<file path="src/rtl/rob_nway_pkg.sv">
// Shared types for the Tomasulo reorder buffer: instruction class and the
// per-entry record held in the ROB array.
package tomasula_types;

  localparam int ROB_DATA_W = 32;

  typedef enum logic [1:0] {
    OP_ALU    = 2'd0,
    OP_LD     = 2'd1,
    OP_ST     = 2'd2,
    OP_BRANCH = 2'd3
  } op_t;

  typedef struct packed {
    logic                  busy;
    logic                  done;
    logic                  mispred;
    op_t                   op;
    logic [4:0]            rd;
    logic [ROB_DATA_W-1:0] data;
  } rob_entry_t;

endpackage

</file>
<file path="src/rtl/rob_nway_if.sv">
// Dispatch, CDB writeback, commit and d-cache store handshake of the ROB.
// The master side is the issue/CDB/d-cache environment; the ROB is the slave.
interface rob_nway_if #(
  parameter int DEPTH  = 8,
  parameter int TAG_W  = $clog2(DEPTH),
  parameter int NUM_WB = 2,
  parameter int XLEN   = 32
);
  import tomasula_types::*;

  logic                             disp_valid;
  logic                             disp_ready;
  op_t                              disp_op;
  logic [4:0]                       disp_rd;
  logic [TAG_W-1:0]                 disp_tag;

  logic [NUM_WB-1:0]                wb_valid;
  logic [NUM_WB-1:0][TAG_W-1:0]     wb_tag;
  logic [NUM_WB-1:0][XLEN-1:0]      wb_data;
  logic [NUM_WB-1:0]                wb_mispredict;

  logic [DEPTH-1:0]                 entry_done;
  logic [DEPTH-1:0][XLEN-1:0]       entry_data;

  logic                             regfile_load;
  logic [4:0]                       commit_rd;
  logic [XLEN-1:0]                  commit_data;
  logic [TAG_W-1:0]                 commit_tag;

  logic                             data_write;
  logic                             data_mem_resp;

  logic                             flush;
  logic                             rob_empty;
  logic                             rob_full;

  modport master (
    output disp_valid, disp_op, disp_rd,
    output wb_valid, wb_tag, wb_data, wb_mispredict,
    output data_mem_resp,
    input  disp_ready, disp_tag, entry_done, entry_data,
    input  regfile_load, commit_rd, commit_data, commit_tag,
    input  data_write, flush, rob_empty, rob_full
  );

  modport slave (
    input  disp_valid, disp_op, disp_rd,
    input  wb_valid, wb_tag, wb_data, wb_mispredict,
    input  data_mem_resp,
    output disp_ready, disp_tag, entry_done, entry_data,
    output regfile_load, commit_rd, commit_data, commit_tag,
    output data_write, flush, rob_empty, rob_full
  );

endinterface

</file>
<file path="src/rtl/rob_nway_ptr_ctrl.sv">
// Head/tail pointers and occupancy count of the ROB. A flush retires the
// mispredicted branch at head and collapses the buffer to empty just past it.
module rob_ptr_ctrl #(
  parameter int DEPTH = 8,
  parameter int TAG_W = $clog2(DEPTH)
) (
  input  logic             clk,
  input  logic             rst,
  input  logic             alloc,
  input  logic             retire,
  input  logic             flush,
  output logic [TAG_W-1:0] head,
  output logic [TAG_W-1:0] tail,
  output logic [TAG_W:0]   count,
  output logic             full,
  output logic             empty
);

  localparam logic [TAG_W:0] DEPTH_CNT = (TAG_W+1)'(DEPTH);

  logic [TAG_W-1:0] head_q, head_d;
  logic [TAG_W-1:0] tail_q, tail_d;
  logic [TAG_W:0]   count_q, count_d;

  always_comb begin
    head_d  = head_q;
    tail_d  = tail_q;
    count_d = count_q;
    if (flush) begin
      head_d  = head_q + 1'b1;
      tail_d  = head_q + 1'b1;
      count_d = '0;
    end else begin
      if (alloc)  tail_d = tail_q + 1'b1;
      if (retire) head_d = head_q + 1'b1;
      case ({alloc, retire})
        2'b10:   count_d = count_q + 1'b1;
        2'b01:   count_d = count_q - 1'b1;
        default: count_d = count_q;
      endcase
    end
  end

  always_ff @(posedge clk) begin
    if (rst) begin
      head_q  <= '0;
      tail_q  <= '0;
      count_q <= '0;
    end else begin
      head_q  <= head_d;
      tail_q  <= tail_d;
      count_q <= count_d;
    end
  end

  assign head  = head_q;
  assign tail  = tail_q;
  assign count = count_q;
  assign full  = (count_q == DEPTH_CNT);
  assign empty = (count_q == '0);

endmodule

</file>
<file path="src/rtl/rob_nway.sv">
// Reorder buffer: allocates tags at dispatch, collects CDB results and retires
// in program order, one per cycle, flushing on a mispredicted branch at head.
module rob_nway
  import tomasula_types::*;
#(
  parameter int DEPTH  = 8,
  parameter int TAG_W  = $clog2(DEPTH),
  parameter int NUM_WB = 2,
  parameter int XLEN   = 32
) (
  input logic       clk,
  input logic       rst,
  rob_nway_if.slave bus
);

  rob_entry_t       entry_q [DEPTH];
  rob_entry_t       entry_d [DEPTH];
  rob_entry_t       head_e;

  logic [TAG_W-1:0] head;
  logic [TAG_W-1:0] tail;
  logic [TAG_W:0]   count;
  logic             full;
  logic             empty;

  logic             commit_valid;
  logic             flush_now;
  logic             retire;
  logic             alloc;

  rob_ptr_ctrl #(
    .DEPTH (DEPTH),
    .TAG_W (TAG_W)
  ) u_ptr (
    .clk    (clk),
    .rst    (rst),
    .alloc  (alloc),
    .retire (retire),
    .flush  (flush_now),
    .head   (head),
    .tail   (tail),
    .count  (count),
    .full   (full),
    .empty  (empty)
  );

  assign head_e       = entry_q[head];
  assign commit_valid = (count != '0) && head_e.busy && head_e.done;
  assign flush_now    = commit_valid && (head_e.op == OP_BRANCH) && head_e.mispred;
  // A store stays at head until the d-cache acknowledges it.
  assign retire       = commit_valid && ((head_e.op != OP_ST) || bus.data_mem_resp);
  assign alloc        = bus.disp_valid && bus.disp_ready;

  assign bus.disp_ready   = !full && !flush_now;
  assign bus.disp_tag     = tail;
  assign bus.rob_full     = full;
  assign bus.rob_empty    = empty;
  assign bus.flush        = flush_now;
  assign bus.regfile_load = commit_valid && ((head_e.op == OP_ALU) || (head_e.op == OP_LD))
                            && (head_e.rd != 5'd0);
  assign bus.data_write   = commit_valid && (head_e.op == OP_ST);
  assign bus.commit_rd    = head_e.rd;
  assign bus.commit_data  = XLEN'(head_e.data);
  assign bus.commit_tag   = head;

  always_comb begin
    entry_d = entry_q;
    if (flush_now) begin
      for (int i = 0; i < DEPTH; i++) begin
        entry_d[i].busy    = 1'b0;
        entry_d[i].done    = 1'b0;
        entry_d[i].mispred = 1'b0;
      end
    end else begin
      for (int c = 0; c < NUM_WB; c++) begin
        if (bus.wb_valid[c] && entry_q[bus.wb_tag[c]].busy) begin
          entry_d[bus.wb_tag[c]].done    = 1'b1;
          entry_d[bus.wb_tag[c]].data    = ROB_DATA_W'(bus.wb_data[c]);
          entry_d[bus.wb_tag[c]].mispred = bus.wb_mispredict[c]
                                           && (entry_q[bus.wb_tag[c]].op == OP_BRANCH);
        end
      end
      if (retire) begin
        entry_d[head].busy = 1'b0;
        entry_d[head].done = 1'b0;
      end
      if (alloc) begin
        entry_d[tail].busy    = 1'b1;
        entry_d[tail].done    = 1'b0;
        entry_d[tail].mispred = 1'b0;
        entry_d[tail].op      = bus.disp_op;
        entry_d[tail].rd      = (bus.disp_op == OP_ST) ? 5'd0 : bus.disp_rd;
      end
    end
  end

  for (genvar gi = 0; gi < DEPTH; gi++) begin : g_entry
    always_ff @(posedge clk) begin
      if (rst) entry_q[gi] <= '0;
      else     entry_q[gi] <= entry_d[gi];
    end
    assign bus.entry_done[gi] = entry_q[gi].done;
    assign bus.entry_data[gi] = XLEN'(entry_q[gi].data);
  end

endmodule
</file>
<file path="src/flat_wrapper.sv">
// flat-port wrapper written by rule: the top's interface ports become plain ports
module rob_nway_flat import tomasula_types::*;
#(
  parameter int DEPTH  = 8,
  parameter int TAG_W  = $clog2(DEPTH),
  parameter int NUM_WB = 2,
  parameter int XLEN   = 32
)
  (clk, rst, bus_disp_valid, bus_disp_op, bus_disp_rd, bus_wb_valid, bus_wb_tag, bus_wb_data, bus_wb_mispredict, bus_data_mem_resp, bus_disp_ready, bus_disp_tag, bus_entry_done, bus_entry_data, bus_regfile_load, bus_commit_rd, bus_commit_data, bus_commit_tag, bus_data_write, bus_flush, bus_rob_empty, bus_rob_full);
  rob_nway_if #(.DEPTH(DEPTH), .TAG_W(TAG_W), .NUM_WB(NUM_WB), .XLEN(XLEN)) bus_i ();
  input logic clk;
  input logic rst;
  input wire logic [$bits(bus_i.disp_valid)-1:0] bus_disp_valid;
  input wire logic [$bits(bus_i.disp_op)-1:0] bus_disp_op;
  input wire logic [$bits(bus_i.disp_rd)-1:0] bus_disp_rd;
  input wire logic [$bits(bus_i.wb_valid)-1:0] bus_wb_valid;
  input wire logic [$bits(bus_i.wb_tag)-1:0] bus_wb_tag;
  input wire logic [$bits(bus_i.wb_data)-1:0] bus_wb_data;
  input wire logic [$bits(bus_i.wb_mispredict)-1:0] bus_wb_mispredict;
  input wire logic [$bits(bus_i.data_mem_resp)-1:0] bus_data_mem_resp;
  output wire logic [$bits(bus_i.disp_ready)-1:0] bus_disp_ready;
  output wire logic [$bits(bus_i.disp_tag)-1:0] bus_disp_tag;
  output wire logic [$bits(bus_i.entry_done)-1:0] bus_entry_done;
  output wire logic [$bits(bus_i.entry_data)-1:0] bus_entry_data;
  output wire logic [$bits(bus_i.regfile_load)-1:0] bus_regfile_load;
  output wire logic [$bits(bus_i.commit_rd)-1:0] bus_commit_rd;
  output wire logic [$bits(bus_i.commit_data)-1:0] bus_commit_data;
  output wire logic [$bits(bus_i.commit_tag)-1:0] bus_commit_tag;
  output wire logic [$bits(bus_i.data_write)-1:0] bus_data_write;
  output wire logic [$bits(bus_i.flush)-1:0] bus_flush;
  output wire logic [$bits(bus_i.rob_empty)-1:0] bus_rob_empty;
  output wire logic [$bits(bus_i.rob_full)-1:0] bus_rob_full;
  assign bus_i.disp_valid = bus_disp_valid;
  assign bus_i.disp_op = bus_disp_op;
  assign bus_i.disp_rd = bus_disp_rd;
  assign bus_i.wb_valid = bus_wb_valid;
  assign bus_i.wb_tag = bus_wb_tag;
  assign bus_i.wb_data = bus_wb_data;
  assign bus_i.wb_mispredict = bus_wb_mispredict;
  assign bus_i.data_mem_resp = bus_data_mem_resp;
  assign bus_disp_ready = bus_i.disp_ready;
  assign bus_disp_tag = bus_i.disp_tag;
  assign bus_entry_done = bus_i.entry_done;
  assign bus_entry_data = bus_i.entry_data;
  assign bus_regfile_load = bus_i.regfile_load;
  assign bus_commit_rd = bus_i.commit_rd;
  assign bus_commit_data = bus_i.commit_data;
  assign bus_commit_tag = bus_i.commit_tag;
  assign bus_data_write = bus_i.data_write;
  assign bus_flush = bus_i.flush;
  assign bus_rob_empty = bus_i.rob_empty;
  assign bus_rob_full = bus_i.rob_full;
  rob_nway #(.DEPTH(DEPTH), .TAG_W(TAG_W), .NUM_WB(NUM_WB), .XLEN(XLEN)) u_core (.clk(clk), .rst(rst), .bus(bus_i));
endmodule
</file>
<file path="config.mk">
export PLATFORM = sky130hd
export DESIGN_NAME = rob_nway_flat
export DESIGN_NICKNAME = d
export VERILOG_FILES = /design/src/rtl/rob_nway_pkg.sv /design/src/rtl/rob_nway_if.sv /design/src/rtl/rob_nway_ptr_ctrl.sv /design/src/rtl/rob_nway.sv /design/src/flat_wrapper.sv
export SDC_FILE = /design/constraint.sdc
export NUM_CORES = 1
export LEC_CHECK = 0
export ABC_CLOCK_PERIOD_IN_PS = 4100
export BUFFER_PORTS_ARGS = -buffer_cell sky130_fd_sc_hd__buf_2
export CORE_MARGIN = 4
export CORE_UTILIZATION = 50
export DETAILED_ROUTE_END_ITERATION = 6
export GPL_TIMING_DRIVEN = 1
export PLACE_DENSITY = 0.74
export SYNTH_ARGS = -nofsm -noshare
export SYNTH_HDL_FRONTEND = slang
export SYNTH_HIERARCHICAL = 1
export SYNTH_SLANG_ARGS = --single-unit
</file>
<file path="constraint.sdc">
create_clock -name clk -period 4.1 [get_ports clk]
set_clock_uncertainty 0.1 [all_clocks]
set_input_delay 0.41 -clock clk [delete_from_list [all_inputs] [get_ports clk]]
set_output_delay 0.41 -clock clk [all_outputs]
set_load 0.02 [all_outputs]
</file>
==> results.md, run 1 <==
* Clock slew at reported path FFs at roughly 0.060 ns
* Wire per inst at around 26 µm
* Core Footprint at a little under 40000 µm²
* Max_slew headroom at 0.312
* Die width at between 200 and 250 µm
* Register share of total power at 0.445
* Worst R2R Path Depth at 14
* NumNets Final at approximately 2.5k
* Final worst path period need at ~4.0 ns
* Footprint of the multi-input gates at just under 10000 µm²
* Post-Synthesis Cells at between 2k and 2.5k
* Startpoint Class: register
* Async S/R FF share, synth at 0
* IO Count at roughly 400
* Fmax at 0.249 GHz
* Routed Antenna Nets at 0
* Post-synth EDFFs at 0
* TritonCTS Sinks at around 350
* Static leakage at about 8.6 nW
* Vias in the first global route at between 15k and 20k
* Arr. time, crit path at about 3.5 ns
* Worst hold margin at about 0.093 ns
* IO buf count at about 400
* Area delta synth->final at 8.79%
* Slew Viols, Final at 0
* CP endpoint kind: output port
* Worst VDD drop at 0.000327 V
* Via count at approximately 19k
* Total wire length at 76000 µm
* Largest net degree at the start of global routing at about 140
* CTS root buf: clkbuf_16
* Initial DRC Count at 2305
* Final hold viol count at 0
* Tcrit/Tclk final at 0.981
* Syn nets at 2501
* Clk_lat worst skew at approximately 0.55 ns
* Final Setup Violations at 0
* H-tree Lvls at 2
* Antenna violations before repair at 3
* Reg area at approximately 6900 µm²
* Int Power at just under 0.006 W
* Slew @ Worst Pin at between 1 and 1.5 ns
* Max-Cap Viols at 0
* Fill count at about 3.6k
* WP data required at 3.59 ns
* CTS buffer count at 39
* PD cells at approximately 360 nW/µm²
* Fin Setup TNS at 0 ns
* Crit-path max FO at 20
* Hold_buf cts at 0
* Remaining Overflow, GRT at 0
* CTS tree: built
* Failing checks: DRC
* Critical path type: register to output port
* Share of cells above drive strength 1 at 0.241
* GR Util All Layers at 0.339
* Num rows at 72
* P_sw at ~0.0019 W
* Routability cong. at 0.955
* Drt drc at 2
* RSZ-0062 raised after global routing: no
* Warnings from Yosys at 6
* Worst hold path depth at 3
* Sequential share of the synthesized area at 0.352
* Netlist cell types at 67
* Worst-case clock buffer depth at 3
* Initial Utilization at 0.508
* Die area at between 40000 and 50000 µm²
* First-pass GRT wire length at roughly 110000 µm
* #FFs+latches synth at ~350
* Switching Share at 0.241
* Power share of the combinational group at 0.073
* Die Ht at roughly 210 µm
* Cell Area, Synth at around 20000 µm²
* HPWL Detailed at about 50000 µm
* Top_reg_cell synth: dfxtp_1
* Hold crit path type: primary input to register
* Clock power frac at 0.482
* Vias/cell at around 6.4
* DRT Pass-1 Iters at 7
* Post-Syn Area per Cell at about 8.2 µm²
* Status: finished with violations
[repair_timing]
item,CTS,global route
setup endpoints to repair,0,1
buffers inserted,0,1
gates resized for setup,0,1
[cell families (layout without fill, tap and decap cells)]
group	Yosys count	count (layout)	share of synthesized area
AND/OR/NAND/NOR	818	818	0.182
buffers and inverters	528	535	0.153
AO/OA/AOI/OAI	518	518	0.205
flip-flops	346	346	0.352
multiplexers	188	188	0.102
XOR/XNOR	8	8	0.00356
adder cells (fa/ha/maj)	5	5	0.00318
other	0	3	0
[power by group through the flow]
stage	registers (W)	logic (W)	clock network [W]
6_report	0.00344	0.000565	0.00373
3_3_place_gp	0.00351	0.000543	0
5_1_grt	0.00344	0.000608	0.00390
4_1_cts	0.00344	0.000556	0.00375
2_1_floorplan	0.00350	0.000404	0
3_5_place_dp	0.00351	0.000553	0
[worst max-delay path, cell delays in order (launching register included)]
cell and delay [ns]:
dfxtp_1 0.34, buf_4 0.24, buf_4 0.31, nor2b_1 0.56, and2_2 0.70, buf_4 0.35, a22oi_1 0.10, nand4_1 0.15
buf_2 0.20
[cell type report]
class,count,share of cell area
Antenna cell,3,0.000351
Clock buffer,54,0.0525
Clock inverter,13,0.0105
Inverter,10,0.00175
Multi-Input combinational cell,1537,0.464
Sequential cell,346,0.324
Tap cell,518,0.0303
Timing Repair Buffer,458,0.117
[worst paths after layout]
check,start,endpoint,slack (ns)
worst max-delay path,u_core/u_ptr/head[0],bus_commit_data[21],0.08
worst min-delay path,bus_wb_data[31],u_core/bus.entry_data[191],0.09
worst max register to register,u_core/u_ptr/head[1],u_core/u_ptr/count[2],0.31
worst min register to register,u_core/entry_q[287],u_core/entry_q[287],0.38
[synthesized netlist by cell type, drive strengths merged, types with 10 or more instances]
cell | number | area [µm²]
nor3 | 17 | 85.1
a2111oi | 10 | 90.1
nor2b | 16 | 100
clkbuf | 166 | 623
nand2 | 369 | 1390
nand4 | 37 | 231
a22oi | 132 | 991
o21ai | 16 | 80.1
nand3 | 17 | 85.1
a21oi | 52 | 264
nand2b | 65 | 407
a211oi | 104 | 793
buf | 352 | 2340
mux2i | 168 | 1680
mux2 | 12 | 135
dfxtp | 346 | 6930
a311oi | 160 | 1400
nor2 | 250 | 938
and2 | 16 | 100
[metal layers]
metal / vias up / wire length (µm) / global-route usage / share of wire
met5: - / 13 / 0 / 0.00017
met4: 2 / 3820 / 0.171 / 0.050
met3: 263 / 8530 / 0.0775 / 0.11
met2: 1250 / 34800 / 0.538 / 0.46
met1: 8921 / 28900 / 0.432 / 0.38
li1: 8294 / - / - / -
[cells in the final DEF (no fill, tap or decap), types with 5 or more instances in the layout]
cell type	count
dfxtp_1	345
nor2b_1	16
nor2_1	246
clkbuf_1	6
nor3_1	14
nand2b_1	65
bufinv_16	6
a22oi_1	132
nand4_1	37
clkbuf_8	9
a311oi_1	160
inv_1	7
ha_1	5
mux2_2	12
o21ai_0	14
a41oi_4	7
a211oi_1	102
clkbuf_16	39
mux4_2	8
a21oi_1	50
a2111oi_0	8
mux2i_1	168
o22ai_1	8
xor2_1	6
buf_4	57
and2_1	15
nand3_1	13
buf_2	396
or3_1	5
nand2_1	365
[stage by stage]
| stage | setup WS (ns) | power (W) | std cells | instance area, µm² | utilization |
|---|---|---|---|---|---|
| floorplan | 0.321 | 0.00390 | 2411 | 19700 | - |
| global placement | 0.254 | 0.00406 | 2868 | 20000 | 0.517 |
| detailed placement | 0.235 | 0.00407 | 2868 | 20000 | 0.517 |
| CTS | 0.190 | 0.00775 | 2935 | 21400 | 0.552 |
| global route | 0.0165 | 0.00795 | 2937 | 21400 | 0.552 |
| finish | 0.0777 | 0.00773 | 2939 | 21400 | 0.552 |
[state kept, by name (all words and copies together) (netlist names)]
register	flops
u_core/bus.entry_data	256
u_core/bus.entry_done	8
u_core/entry_q	72
u_core/u_ptr/tail	3
u_core/u_ptr/count	4
u_core/u_ptr/head	3
Power figures use the tool's default switching activity.
==> run 2: changes to the inputs <==
Settings changed: HOLD_SLACK_MARGIN set to 0.15, SLEW_MARGIN set to 40.
==> run 2 against run 1 <==
  * The flow now finishes without violations
  * First-iteration DRC count down 1.6%
  * Largest cell class unchanged
  * Clock power down 5.9%
  * Core utilization up 2.3 points
  * Sequential power about the same
==> results.md, run 2 (synthesis gave the netlist of run 1 again) <==
* Status: finished, final reports clean
* Drt drc at 0 (-2)
* Clk_lat worst skew at 0.55 ns (about the same)
* Arr. time, crit path at 3.48 ns (-0.03 ns)
* CP Launch Point: u_core/u_ptr/head[0]
* Die Ht at 206 µm (unchanged)
* Routability cong. at 0.955 (unchanged)
* Largest net degree at the start of global routing at 144 (unchanged)
* Top Layer Used: met4
* H-tree Lvls at 2 (unchanged)
* Vias in the first global route at 18.6k (+3.3%)
* IO Count at 398 (unchanged)
* CTS tree: built
* CP most frequent cell: buf_4
* Worst r2r src: u_core/u_ptr/head[1]
* First-pass GRT wire length at 113000 µm (+1.5%)
* Max_slew headroom at 0.409 (+0.0969)
* HPWL Detailed at 50000 µm (+0.14%)
* CTS root buf: clkbuf_16
* CP max-delay cell: and2_2
* Final hold viol count at 0 (unchanged)
* Most common cell after layout, fill and taps aside: buf_2
* Worst Slack Setup Final at 0.112 ns (+0.0343 ns)
* Total wire length at 77000 µm (+1.3%)
* Setup crit end: bus_commit_data[21]
* Num rows at 72 (unchanged)
* Final core area utilization at 0.575 (+0.0228)
* Routed wl met2 at 35100 µm (+1.1%)
* Routed Antenna Nets at 0 (unchanged)
* Max stage delay on crit path at 0.72 ns (+0.02 ns)
* Critical path type: register to output port
* WP data required at 3.59 ns (about the same)
* Die area at 42600 µm² (unchanged)
* Slew Viols, Final at 0 (unchanged)
* Tcrit/Tclk final at 0.973 (-0.00838)
* Static leakage at 9.01 nW (+5.2%)
* Crit-path max FO at 20 (unchanged)
* Vias/cell at 6.28 (-1.5%)
* TritonCTS Sinks at 346 (unchanged)
* Met1 WL at 29300 µm (+1.3%)
* Wire per inst at 25.4 µm (-1.9%)
* Initial DRC Count at 2268 (-1.6%)
* Final worst path period need at 3.99 ns (-0.0343 ns)
* Share of cells above drive strength 1 at 0.231 (-0.00986)
* Total power at 0.00757 W (-2.1%)
* CP endpoint kind: output port
* Final Setup Violations at 0 (unchanged)
* Clock slew at reported path FFs at 0.06 ns (about the same)
* PD cells at 340 nW/µm² (-6.0%)
* Worst VDD drop at 0.000209 V (-36%)
* Place WS at 0.332 ns (+0.0973 ns)
* Fmax at 0.251 GHz (+0.86%)
* RSZ-0062 raised after global routing: no
* Startpoint Class: register
* Area delta synth->final at 13.3%
* Remaining Overflow, GRT at 0 (unchanged)
* DRT Pass-1 Iters at 7 (unchanged)
* NumNets Final at 2577 (+3.8%)
* Via count at 19.1k (+1.7%)
* Slew @ Worst Pin at 0.887 ns (-0.145 ns)
* Commonest non-fill, non-tap cells in the layout: buf_2, nand2_1, dfxtp_1
* Fill count at 3436 (-3.8%)
* R2r setup slk at 0.32 ns (about the same)
* Antenna violations before repair at 1 (-2)
* Hold crit path type: primary input to register
* Reg-to-Reg End: u_core/bus.entry_data[151]
* Max-Cap Viols at 0 (unchanged)
* GR Util All Layers at 0.342 (+0.00369)
* Die width at 206 µm (unchanged)
* Worst hold margin at 0.209 ns (+0.116 ns)
* Fin Setup TNS at 0 ns (unchanged)
* Post-CTS setup buffers at 0 (unchanged)
* CTS buffer count at 38 (-2.6%)
* Worst-case clock buffer depth at 3 (unchanged)
* Max reg flops at 256 (unchanged)
* Core Footprint at 38700 µm² (unchanged)
* IO buf count at 397 (unchanged)
* Worst R2R Path Depth at 10 (-4)
* CP Cell Sequence: buf_4, buf_4, nor2b_1, and2_2, buf_4, a22oi_1, nand4_1, buf_2
* Initial Utilization at 0.508 (unchanged)
* Routed wl met3 at 8640 µm (+1.3%)
## run 2: cell types whose count changed in the layout (fill, tap and decap cells not counted), moves of 3 or more
cell and change:
bufinv_16 -4, clkbuf_1 +4, dlygate4sd3_1 +96, clkbuf_8 -4, clkinv_2 +3
## run 2: area by class of cell
cell class                      count  area, µm²  area share
Antenna cell                        1       2.50    0.000112
Clock buffer                       56       1130      0.0508
Clock inverter                     14        135     0.00607
Inverter                           10       37.5     0.00169
Multi-Input combinational cell   1537       9930       0.446
Sequential cell                   346       6930       0.311
Tap cell                          518        648      0.0291
Timing Repair Buffer              554       3470       0.156
## run 2: worst min-delay path by stage
stage | cells past startpoint | end | slack [ns] | from
floorplan | 2 | u_core/entry_q[74] | 0.35 | u_core/entry_q[74]
global placement | 2 | u_core/entry_q[244] | 0.36 | u_core/entry_q[244]
detailed placement | 2 | u_core/entry_q[328] | 0.37 | u_core/entry_q[328]
CTS | 3 | u_core/entry_q[39] | 0.18 | bus_wb_mispredict[1]
global route | 3 | u_core/entry_q[39] | 0.20 | bus_wb_mispredict[1]
finish | 3 | u_core/entry_q[39] | 0.21 | bus_wb_mispredict[1]
## run 2: worst max-delay path, delay by kind of cell, from the launching register on
kind / cells / cell delay [ns]
buffers and inverters: 4 / 1.08
flip-flops: 1 / 0.33
AND/OR/NAND/NOR: 3 / 1.39
AO/OA/AOI/OAI: 1 / 0.09
## run 2: metal layers
metal	global-route usage	vias to the layer above
met2	0.548	1245
met5	0	-
li1	-	8482
met4	0.172	0
met3	0.0843	271
met1	0.430	9054
## run 2: stage by stage
step | std cells | instance area (µm²)
after CTS | 3035 | 22300
after global placement | 2868 | 20000
after floorplan | 2411 | 19700
after detailed placement | 2869 | 20000
final | 3036 | 22300
after global routing | 3036 | 22300
## run 2: where the power goes
part | internal (W) | switching [W]
Combinational | 0.000228 | 0.000390
Sequential | 0.00340 | 0.0000424
Clock | 0.00205 | 0.00146
## run 2: what timing repair did
| action | CTS | global route |
|---|---|---|
| gates resized for setup | 0 | 1 |
| hold buffers | 96 | 0 |
| endpoints found under the hold margin | 168 | 0 |
| endpoints found under the setup margin | 0 | 1 |
